$ cat src/rtl/vblank_update_scheduler.sv
// Schedules multi-phase game-state updates inside vertical blanking, one sequence
// every FRAMES_PER_TICK frames, with a sticky overrun flag if a sequence misses its frame.
module vblank_update_scheduler #(
    parameter int unsigned TOTAL_COLS      = 800,
    parameter int unsigned TOTAL_ROWS      = 525,
    parameter int unsigned ACTIVE_ROWS     = 480,
    parameter int unsigned NUM_PHASES      = 3,
    parameter int unsigned FRAMES_PER_TICK = 4
) (
    input  logic       i_Clk,
    input  logic       i_Reset,
    input  logic [9:0] i_Row_Count,
    input  logic [9:0] i_Col_Count,
    input  logic       i_Run,
    input  logic       i_Phase_Done,
    output logic       o_Phase_Start,
    output logic [1:0] o_Phase_Id,
    output logic       o_Busy,
    output logic       o_Frame_Strobe,
    output logic [7:0] o_Update_Count,
    output logic       o_Overrun
);

    localparam int unsigned DivW = (FRAMES_PER_TICK > 1) ? $clog2(FRAMES_PER_TICK) : 1;
    localparam logic [DivW-1:0] DivLast   = DivW'(FRAMES_PER_TICK - 1);
    localparam logic [1:0]      PhaseLast = 2'(NUM_PHASES - 1);

    typedef enum logic [1:0] {
        StIdle,
        StStart,
        StWait
    } state_e;

    state_e          state_q, state_d;
    logic [1:0]      phase_q, phase_d;
    logic [7:0]      count_q, count_d;
    logic            overrun_q, overrun_d;
    logic            strobe_q;
    logic [DivW-1:0] div_q;

    logic vb;
    logic wrap;
    logic tick;

    assign vb   = (i_Row_Count == 10'(ACTIVE_ROWS)) && (i_Col_Count == 10'd0);
    assign wrap = (i_Row_Count == 10'(TOTAL_ROWS - 1)) && (i_Col_Count == 10'(TOTAL_COLS - 1));
    assign tick = vb && (div_q == DivLast);

    // Frame divider and blanking strobe run independently of i_Run.
    always_ff @(posedge i_Clk) begin
        if (i_Reset) begin
            div_q    <= '0;
            strobe_q <= 1'b0;
        end else begin
            strobe_q <= vb;
            if (vb) begin
                div_q <= (div_q == DivLast) ? '0 : div_q + 1'b1;
            end
        end
    end

    always_ff @(posedge i_Clk) begin
        if (i_Reset) begin
            state_q   <= StIdle;
            phase_q   <= 2'd0;
            count_q   <= 8'd0;
            overrun_q <= 1'b0;
        end else begin
            state_q   <= state_d;
            phase_q   <= phase_d;
            count_q   <= count_d;
            overrun_q <= overrun_d;
        end
    end

    always_comb begin
        state_d   = state_q;
        phase_d   = phase_q;
        count_d   = count_q;
        overrun_d = overrun_q;

        unique case (state_q)
            StIdle: begin
                if (tick && i_Run) begin
                    state_d = StStart;
                    phase_d = 2'd0;
                end
            end
            StStart: begin
                state_d = StWait;
            end
            StWait: begin
                if (i_Phase_Done) begin
                    if (phase_q < PhaseLast) begin
                        phase_d = phase_q + 2'd1;
                        state_d = StStart;
                    end else begin
                        phase_d = 2'd0;
                        state_d = StIdle;
                        count_d = count_q + 8'd1;
                    end
                end
            end
            default: begin
                state_d = StIdle;
                phase_d = 2'd0;
            end
        endcase

        // Deadline check sees the result of this cycle's done, so a last-phase
        // done landing exactly on the wrap still completes cleanly.
        if (wrap && (state_d != StIdle)) begin
            overrun_d = 1'b1;
            state_d   = StIdle;
            phase_d   = 2'd0;
        end
    end

    assign o_Phase_Start  = (state_q == StStart) && !i_Reset;
    assign o_Busy         = (state_q != StIdle);
    assign o_Phase_Id     = phase_q;
    assign o_Frame_Strobe = strobe_q;
    assign o_Update_Count = count_q;
    assign o_Overrun      = overrun_q;

endmodule
$ cat config.mk
export PLATFORM = sky130hd
export DESIGN_NAME = vblank_update_scheduler
export DESIGN_NICKNAME = d
export VERILOG_FILES = /design/src/rtl/vblank_update_scheduler.sv
export SDC_FILE = /design/constraint.sdc
export NUM_CORES = 1
export LEC_CHECK = 0
export ABC_AREA = 1
export CORE_MARGIN = 2
export CORE_UTILIZATION = 45
export DETAILED_ROUTE_END_ITERATION = 8
export GPL_TIMING_DRIVEN = 0
export PLACE_DENSITY_LB_ADDON = 0.3
export SLEW_MARGIN = 20
export SYNTH_ARGS = -nofsm -noshare
export SYNTH_HDL_FRONTEND = slang
export SYNTH_SLANG_ARGS = --single-unit
$ cat constraint.sdc
create_clock -name i_Clk -period 2.1 [get_ports i_Clk]
set_input_delay 0.315 -clock i_Clk [delete_from_list [all_inputs] [get_ports i_Clk]]
set_output_delay 0.315 -clock i_Clk [all_outputs]
set_load 0.05 [all_outputs]
==> impl_metrics.ini, run 1 <==
[run_status]
status = finished clean

[detailed_routing]
vias_per_cell = 4.91
avgRoutedWirePerCell_um = 9.62
via_count = 978
final_antenna_net_count = 0
initialDrtViolationCount = 14
wl_um = 1910
firstDrtPassIters = 4
drc = 0

[sta]
period_needed_ns = 2.01
timing_hold_violations_final = 0
worst_slew_margin_rel_pct = 66.4
report.final.slew_viol_count = 0
timing.setup.tns_ns = 0
skew_ns = 0.00425
max_slew.worst_pin.slew_ns = 0.502
timing.final.setup_violations = 0
max_clock_freq_mhz = 499
grt_setup_unrepaired = no
finalCritPeriodShare_pct = 95.5

[hold_path]
hold_path_startpoint = o_Overrun
min_to = o_Overrun
min_path_cells = 2
hold_class = flip-flop to flip-flop

[critical_path]
critical_path_required_ns = 1.78
cp_cell_sequence = inv_1 -> nand2_1 -> clkdlybuf4s50_1
register_to_register_path_setup_slack_ns = 0.78
critical-path-top-delay-family = buffers and inverters
critPathBufInv = 2
cp_data_arrival_time_ns = 1.69
r2r-start = div_q[1]
ff2ff_path_depth = 8
timing.critical_path.from_type = flip-flop
critical-path-max-stage-delay_ns = 0.82
criticalPathCategory = flip-flop to primary output
r2r_end = state_q[1]
crit_path_end_kind = primary output
crit_slowest_cell = sky130_fd_sc_hd__clkdlybuf4s50_1
crit_path_max_fanout = 3

[job]
drv.max_cap_violation_count = 0

[synthesis]
synth_nets = 157
total_standard_cell_area_after_synthesis_sq_um = 903
synth_cell_types = 22
synth_largest_area_cell = sky130_fd_sc_hd__dfxtp_1
post-synth-top-count-cell = sky130_fd_sc_hd__nor2_1
synth.ff_latch_count = 16
syn-instance-count = 131
ys.flop_type = sky130_fd_sc_hd__dfxtp_1
synth_area_leaders = sky130_fd_sc_hd__dfxtp_1 35%, sky130_fd_sc_hd__nor2_1 10%, sky130_fd_sc_hd__nand2_1 9.6%, sky130_fd_sc_hd__inv_1 7.9%, sky130_fd_sc_hd__nand3_1 5.0%
post_synth_most_frequent_cells = 25 x sky130_fd_sc_hd__nor2_1, 23 x sky130_fd_sc_hd__nand2_1, 19 x sky130_fd_sc_hd__inv_1
ys.warnings.count = 0
synth_enable_flop_cells = 0
synth_largest_type_area_fraction_pct = 35.5
async_flop_share_pct = 0
seq_area_frac_synth_pct = 35.5
synth.avg_cell_area_sq_um = 6.90

[floorplan]
row_count = 16
die_boundary_height_um = 48.8
die_w_um = 48.8
boundaryPins = 38
initial_core_util_pct = 47.0
core_footprint_sq_um = 1920
die-area_sq_um = 2380

[global_routing]
number_of_antenna_violations_at_the_first_check_in_global_routing = 0
maximum_number_of_pins_on_one_net_before_global_route_repair = 10
grt_usage_pct = 16.9
number_of_global_route_vias_before_repair = 879
global_route.overflow_total = 0
grt_first_pass_wirelength_um = 3230

[clock_network]
htree_num_levels = 1
clock_tree_from_tritoncts = built
postCtsSetupRepairBufs = 0
cts_repair_resize_count = 1
worst_setup_hold_path_clk_slew_ns = 0.10
cts.root.buffer_cell = sky130_fd_sc_hd__clkbuf_4
tritoncts_num_sinks = 16
number_of_buffers_created_by_cts = 3
worst_skew_pair.late_latency_ns = 0.29
number_of_buffers_inserted_for_hold_repair_after_clock_tree_synthesis = 0
largest_buffer_count_on_any_clock_path = 2

[power]
vdd_ir_drop_max_mv = 0.290
cellPowerDensity_nw_per_um2 = 429
power_leakage_nw = 0.598

[layout]
flow.area_growth_from_synthesis_pct = 48.6
antenna_cells_inserted = 0
final_core_util_pct = 69.9
layout-drive-gt1-share_pct = 9.30
final-instance-count-excl-fill = 199
nNetsFinal = 199
finish.instance_area_sq_um = 1340

[place]
place_hpwl_um = 1630
port_buffers = 37
place_area_sq_um = 1310
dp_cells = 195
routabilityCongestion = 0.764
through the flow:
step                      power, mW  setup slack, ns  hold slack (ns)
after floorplan               0.327            0.310            0.384
after global placement        0.376           -0.168            0.439
after detailed placement      0.378           -0.156            0.473
after CTS                     0.582           0.0922            0.488
after global routing          0.602           0.0203            0.513
final                         0.576           0.0948            0.480
how the worst max path moves through the flow:
| stage | startpoint | to | slack, ns | cells past startpoint |
|---|---|---|---|---|
| floorplan | state_q[0] | o_Phase_Start | 0.31 | 2 |
| global placement | i_Reset | o_Phase_Start | -0.17 | 3 |
| detailed placement | i_Reset | o_Phase_Start | -0.16 | 3 |
| CTS | state_q[0] | o_Busy | 0.09 | 3 |
| global route | state_q[0] | o_Busy | 0.02 | 3 |
| finish | state_q[0] | o_Busy | 0.09 | 3 |
state kept, by name (all words and copies together) (netlist names):
signal          cells
o_Frame_Strobe      1
div_q               2
o_Phase_Id          2
o_Update_Count      8
o_Overrun           1
state_q             2
per-layer routing:
layer | global-route usage (%) | vias to the layer above | routed length [um]
li1 | - | 506 | -
met1 | 16.4 | 433 | 740
met2 | 34.5 | 36 | 1040
met3 | 2.45 | 3 | 114
met4 | 7.14 | 0 | 23
met5 | 0 | - | 0
worst register-to-register path: stages, from the launching register on:
cell and delay (ns):
sky130_fd_sc_hd__dfxtp_1 0.35, sky130_fd_sc_hd__ha_1 0.17, sky130_fd_sc_hd__nand2_1 0.07, sky130_fd_sc_hd__nor2_1 0.12, sky130_fd_sc_hd__nand4_2 0.15, sky130_fd_sc_hd__nand3_1 0.10, sky130_fd_sc_hd__nand2_1 0.07, sky130_fd_sc_hd__nand2_1 0.12
sky130_fd_sc_hd__nor2_1 0.06
cells by family after synthesis:
kind of cell,Yosys count,share of synthesized area (%)
compound gates,17,10.1
flops,16,35.5
simple gates,74,42.5
buf+inv,22,9.14
fa+ha+maj,2,2.77
layout by cell type (no fill, tap or decap), types with 2 or more instances in the layout:
| cell type | count |
|---|---|
| sky130_fd_sc_hd__clkdlybuf4s50_1 | 36 |
| sky130_fd_sc_hd__nor2_1 | 25 |
| sky130_fd_sc_hd__nand2_1 | 23 |
| sky130_fd_sc_hd__inv_1 | 19 |
| sky130_fd_sc_hd__dfxtp_1 | 16 |
| sky130_fd_sc_hd__nand3_1 | 9 |
| sky130_fd_sc_hd__a21oi_1 | 7 |
| sky130_fd_sc_hd__nor3_1 | 5 |
| sky130_fd_sc_hd__o21ai_0 | 5 |
| sky130_fd_sc_hd__inv_2 | 3 |
| sky130_fd_sc_hd__o21ai_1 | 3 |
| sky130_fd_sc_hd__clkbuf_4 | 3 |
| sky130_fd_sc_hd__nand4_2 | 2 |
| sky130_fd_sc_hd__nor2_2 | 2 |
| sky130_fd_sc_hd__nand4_1 | 2 |
| sky130_fd_sc_hd__ha_1 | 2 |
report_power, final:
part / internal (mW) / leakage [nW] / switching (mW) / total, mW
combinational: 0.0443 / 0.448 / 0.0231 / 0.0674
clock: 0.106 / 0.0210 / 0.100 / 0.206
sequential: 0.303 / 0.129 / 0.0000000517 / 0.303
cell type report:
class | count | area, sq um
fill | 168 | 579
sequential | 16 | 320
multi-input combinational | 93 | 500
timing repair buffer | 37 | 369
tap | 27 | 33.8
inverter | 22 | 82.6
clock buffer | 4 | 36.3
(Power assumes the default switching activity.)
==> run 2, diff against run 1 <==
Settings changed: CORE_ASPECT_RATIO from default to 0.9, CORE_UTILIZATION 45 to 39.
==> run 2 against run 1 <==
Setup slack gained 0.0052 ns; core utilization fell by 8.3 points; clock skew barely moved; routed wire length increased by 9.0%; die area grew 14%; sequential share of layout area is the same; final cell count unchanged; first-iteration DRC count decreased by 21%; sequential cell count unchanged; critical endpoint unchanged; hold slack worse by 0.016 ns.
==> impl_metrics.ini, run 2 (synthesis results as in run 1) <==
[critical_path]
r2r-start = div_q[0]
crit_path_max_fanout = 3
r2r_end = state_q[0]
critical_path_required_ns = 1.78
register_to_register_path_setup_slack_ns = 0.76
crit_path_end_kind = primary output
ff2ff_path_depth = 8
timing.critical_path.from_type = flip-flop
criticalPathCategory = flip-flop to primary output
cp_data_arrival_time_ns = 1.68

[clock_network]
postCtsSetupRepairBufs = 0
htree_num_levels = 1
number_of_buffers_created_by_cts = 3
tritoncts_num_sinks = 16
cts.root.buffer_cell = sky130_fd_sc_hd__clkbuf_4
worst_skew_pair.late_latency_ns = 0.29
largest_buffer_count_on_any_clock_path = 2
worst_setup_hold_path_clk_slew_ns = 0.10
clock_tree_from_tritoncts = built

[detailed_routing]
topRoutingLayerUsed = met3
initialDrtViolationCount = 11
met3_length_um = 94
drc = 0
firstDrtPassIters = 4
via_count = 948
final_antenna_net_count = 0
avgRoutedWirePerCell_um = 10.5
met2WireLength_um = 1010
vias_per_cell = 4.76
wl_um = 2090
met1_length_um = 981

[layout]
flow.area_growth_from_synthesis_pct = 48.6
multiInputGateArea_sq_um = 500
most_frequent_standard_cell_in_the_layout_excluding_fill_and_tap_cells = sky130_fd_sc_hd__clkdlybuf4s50_1
final-instance-count-excl-fill = 199
antenna_cells_inserted = 0
final_cell_mix = 36 x sky130_fd_sc_hd__clkdlybuf4s50_1, 25 x sky130_fd_sc_hd__nor2_1, 23 x sky130_fd_sc_hd__nand2_1, 19 x sky130_fd_sc_hd__inv_1, 16 x sky130_fd_sc_hd__dfxtp_1
nNetsFinal = 199
fillerInstances = 201
layout-drive-gt1-share_pct = 9.30
area.sequential_sq_um = 320
largest_reg_flops = 8

[hold_path]
hold_class = flip-flop to flip-flop
min_to = o_Overrun
min_path_cells = 2
hold_path_startpoint = o_Overrun

[sta]
grt_setup_unrepaired = no
period_needed_ns = 2.00
max_clock_freq_mhz = 500
fin_worst_hold_slack_ns = 0.464
finalCritPeriodShare_pct = 95.2
timing.final.setup_violations = 0
skew_ns = 0.00472
worst_slew_margin_rel_pct = 66.3
max_slew.worst_pin.slew_ns = 0.504
timing_hold_violations_final = 0
report.final.slew_viol_count = 0

[global_routing]
grt_usage_pct = 18.2
number_of_global_route_vias_before_repair = 897
maximum_number_of_pins_on_one_net_before_global_route_repair = 10
global_route.overflow_total = 0
grt_first_pass_wirelength_um = 3680
number_of_antenna_violations_at_the_first_check_in_global_routing = 0

[power]
vdd_ir_drop_max_mv = 0.529
cellPowerDensity_nw_per_um2 = 429
power_leakage_nw = 0.598

[floorplan]
row_count = 16
core_footprint_sq_um = 2180
die_w_um = 54.7
die-area_sq_um = 2720
initial_core_util_pct = 41.4
boundaryPins = 38
die_boundary_height_um = 49.7

[place]
place_hpwl_um = 1740
port_buffers = 37
routabilityCongestion = 0.767
dp_cells = 195

[run_status]
status = finished clean

[job]
drv.max_cap_violation_count = 0
## run 2: cell counts in the layout (fill, tap and decap cells not counted)
Identical to the previous run, type by type.
## run 2: worst max-delay path by stage
stage                           from       endpoint  slack, ns  depth (start not counted)
final                     state_q[0]         o_Busy       0.10                          3
after global placement       i_Reset  o_Phase_Start      -0.16                          3
after detailed placement     i_Reset  o_Phase_Start      -0.16                          3
after CTS                 state_q[0]         o_Busy        0.1                          3
after floorplan           state_q[0]  o_Phase_Start       0.31                          2
after global routing      state_q[0]         o_Busy       0.03                          3
## run 2: report_power, final
group          switching, mW  internal (mW)  total, mW
clock network         0.0982          0.106      0.204
registers       0.0000000548          0.303      0.303
logic                 0.0242         0.0443     0.0686
total                  0.122          0.453      0.575
## run 2: cell type report
class	count	area share [%]
Inverter	22	6.15
Timing Repair Buffer	37	27.5
Clock buffer	4	2.70
Multi-Input combinational cell	93	37.3
Sequential cell	16	23.9
Tap cell	27	2.52
## run 2: per-layer routing
metal / track usage, % / up-vias
li1: - / 507
met1: 22.1 / 423
met2: 31.0 / 18
met3: 6.97 / 0
met4: 1.67 / 0
met5: 0 / -
## run 2: through the flow
stage / setup slack, ns / total power, mW / setup TNS (ns) / util (%) / instance area [sq um]
global placement: -0.157 / 0.377 / -0.157 / 59.9 / 1310
finish: 0.100 / 0.575 / 0 / 61.5 / 1340
floorplan: 0.310 / 0.327 / 0 / - / 903
CTS: 0.0984 / 0.581 / 0 / 61.5 / 1340
global route: 0.0281 / 0.603 / 0 / 61.5 / 1340
detailed placement: -0.156 / 0.379 / -0.156 / 59.9 / 1310
## run 2: timing repair
action                     CTS  global route
setup endpoints to repair    1             0
hold buffers                 0             0
gates resized for setup      1             0
## run 2: critical path: stages (launching register included)
cell	delay, ns
sky130_fd_sc_hd__dfxtp_1	0.41
sky130_fd_sc_hd__inv_1	0.07
sky130_fd_sc_hd__nand2_1	0.10
sky130_fd_sc_hd__clkdlybuf4s50_1	0.82
==> run 3, diff against run 2 <==
Settings changed: CORE_MARGIN 2 to 4.
==> run 3 against run 2 <==
Sequential cell count unchanged; register-to-register slack about the same; fmax grew 0.78%; cell area decreased by 1.0%; global-route usage fell by 1.7 points; core utilization down 0.63 points; clock skew decreased by 0.0021 ns; setup slack gained 0.016 ns; total power shrank 8.1%; die area is 16% higher; hold slack hardly changed; largest power group unchanged; highest routed layer is now met4.
==> impl_metrics.ini, run 3 (synthesis results as in run 1) <==
[run_status]
status = finished clean

[hold_path]
hold_class = flip-flop to flip-flop
min_path_cells = 2

[critical_path]
crit_path_end_kind = primary output
critical-path-max-stage-delay_ns = 0.82
timing.critical_path.from_type = flip-flop
cp_data_arrival_time_ns = 1.67
ff2ff_path_depth = 8
crit_slowest_cell = sky130_fd_sc_hd__clkdlybuf4s50_1
cp_cell_sequence = inv_1 -> nand2_1 -> clkdlybuf4s50_1
crit_path_max_fanout = 3
criticalPathCategory = flip-flop to primary output
critical_path_required_ns = 1.78

[global_routing]
maximum_number_of_pins_on_one_net_before_global_route_repair = 10
grt_usage_pct = 16.6
global_route.overflow_total = 0
number_of_antenna_violations_at_the_first_check_in_global_routing = 0
grt_first_pass_wirelength_um = 3940
number_of_global_route_vias_before_repair = 967

[power]
cellInternalPower_mw = 0.414
cellPowerDensity_nw_per_um2 = 398
p_switching_mw = 0.115
p_sw_share_pct = 21.7
vdd_ir_drop_max_mv = 0.543
fin_total_pwr_mw = 0.529
power_leakage_nw = 0.591
clock_power_share_pct = 29.8
share_comb_of_total_power_pct = 12.9
power.sequential.fraction_pct = 57.3

[floorplan]
row_count = 16
die-area_sq_um = 3150
core_footprint_sq_um = 2180
initial_core_util_pct = 41.4
die_boundary_height_um = 53.7
die_w_um = 58.7
boundaryPins = 38

[job]
drv.max_cap_violation_count = 0

[place]
port_buffers = 37
place_hpwl_um = 1890
routabilityCongestion = 0.794
dp_cells = 195
placement.setup.worst_slack_ns = -0.168

[sta]
max_slew.worst_pin.slew_ns = 0.505
period_needed_ns = 1.98
worst_slew_margin_rel_pct = 66.3
report.final.slew_viol_count = 0
finalCritPeriodShare_pct = 94.5
skew_ns = 0.00265
fin_worst_hold_slack_ns = 0.464
max_clock_freq_mhz = 504
timing_hold_violations_final = 0
timing.final.setup_violations = 0
grt_setup_unrepaired = no
fin_ws_ns = 0.116

[layout]
nNetsFinal = 199
final-instance-count-excl-fill = 198
flow.area_growth_from_synthesis_pct = 47.1
antenna_cells_inserted = 0
largest_reg_flops = 8
layout-drive-gt1-share_pct = 8.77
most_frequent_standard_cell_in_the_layout_excluding_fill_and_tap_cells = sky130_fd_sc_hd__clkdlybuf4s50_1
final_cell_mix = 36 x sky130_fd_sc_hd__clkdlybuf4s50_1, 25 x sky130_fd_sc_hd__nor2_1, 23 x sky130_fd_sc_hd__nand2_1, 19 x sky130_fd_sc_hd__inv_1, 16 x sky130_fd_sc_hd__dfxtp_1

[clock_network]
postCtsSetupRepairBufs = 0
largest_buffer_count_on_any_clock_path = 2
tritoncts_num_sinks = 16
number_of_buffers_inserted_for_hold_repair_after_clock_tree_synthesis = 0
worst_setup_hold_path_clk_slew_ns = 0.09
worst_skew_pair.late_latency_ns = 0.28
clock_tree_from_tritoncts = built
number_of_buffers_created_by_cts = 3
cts_repair_resize_count = 1
htree_num_levels = 1
cts.root.buffer_cell = sky130_fd_sc_hd__clkbuf_4

[detailed_routing]
via_count = 963
drc = 0
wl_um = 2200
vias_per_cell = 4.86
initialDrtViolationCount = 15
firstDrtPassIters = 4
avgRoutedWirePerCell_um = 11.1
final_antenna_net_count = 0
-- run 3: changes by cell type in the layout (fill, tap and decap cells not counted) --
cell	before	now
sky130_fd_sc_hd__clkbuf_8	1	0
-- run 3: cell type report --
| type | instances | area (sq um) |
|---|---|---|
| multi-input combinational | 93 | 500 |
| fill | 206 | 853 |
| tap | 27 | 33.8 |
| inverter | 22 | 82.6 |
| clock buffer | 3 | 22.5 |
| timing repair buffer | 37 | 369 |
| sequential | 16 | 320 |
-- run 3: power by group through the flow --
| stage | Combinational [mW] | Sequential [mW] | Clock [mW] |
|---|---|---|---|
| after floorplan | 0.0164 | 0.310 | 0 |
| after global placement | 0.0670 | 0.310 | 0 |
| after detailed placement | 0.0686 | 0.310 | 0 |
| after CTS | 0.0688 | 0.303 | 0.166 |
| after global routing | 0.0757 | 0.303 | 0.181 |
| final | 0.0683 | 0.303 | 0.157 |
-- run 3: final timing paths --
check / end / slack [ns] / startpoint
min reg2reg: o_Overrun / 0.46 / o_Overrun
min: o_Overrun / 0.46 / o_Overrun
max reg2reg: state_q[0] / 0.75 / div_q[0]
max: o_Busy / 0.12 / state_q[0]
-- run 3: worst max-delay path: cells and delay by family (launching register included) --
family / cells / cell delay (ns)
buf+inv: 2 / 0.89
flops: 1 / 0.40
simple gates: 1 / 0.10
-- run 3: layer usage --
| layer | vias up | routed length, um | GRT usage (%) |
|---|---|---|---|
| met5 | - | 0 | 0 |
| met4 | 0 | 38 | 5.66 |
| met3 | 4 | 116 | 5.76 |
| met2 | 23 | 1100 | 30.9 |
| met1 | 431 | 943 | 17.3 |
| li1 | 505 | - | - |
-- run 3: per-stage QoR --
stage / instance area (sq um) / utilization (%) / setup TNS (ns)
after CTS: 1330 / 60.9 / 0
after global placement: 1310 / 59.9 / -0.160
after detailed placement: 1310 / 59.9 / -0.168
after global routing: 1330 / 60.9 / 0
final: 1330 / 60.9 / 0
after floorplan: 903 / - / 0
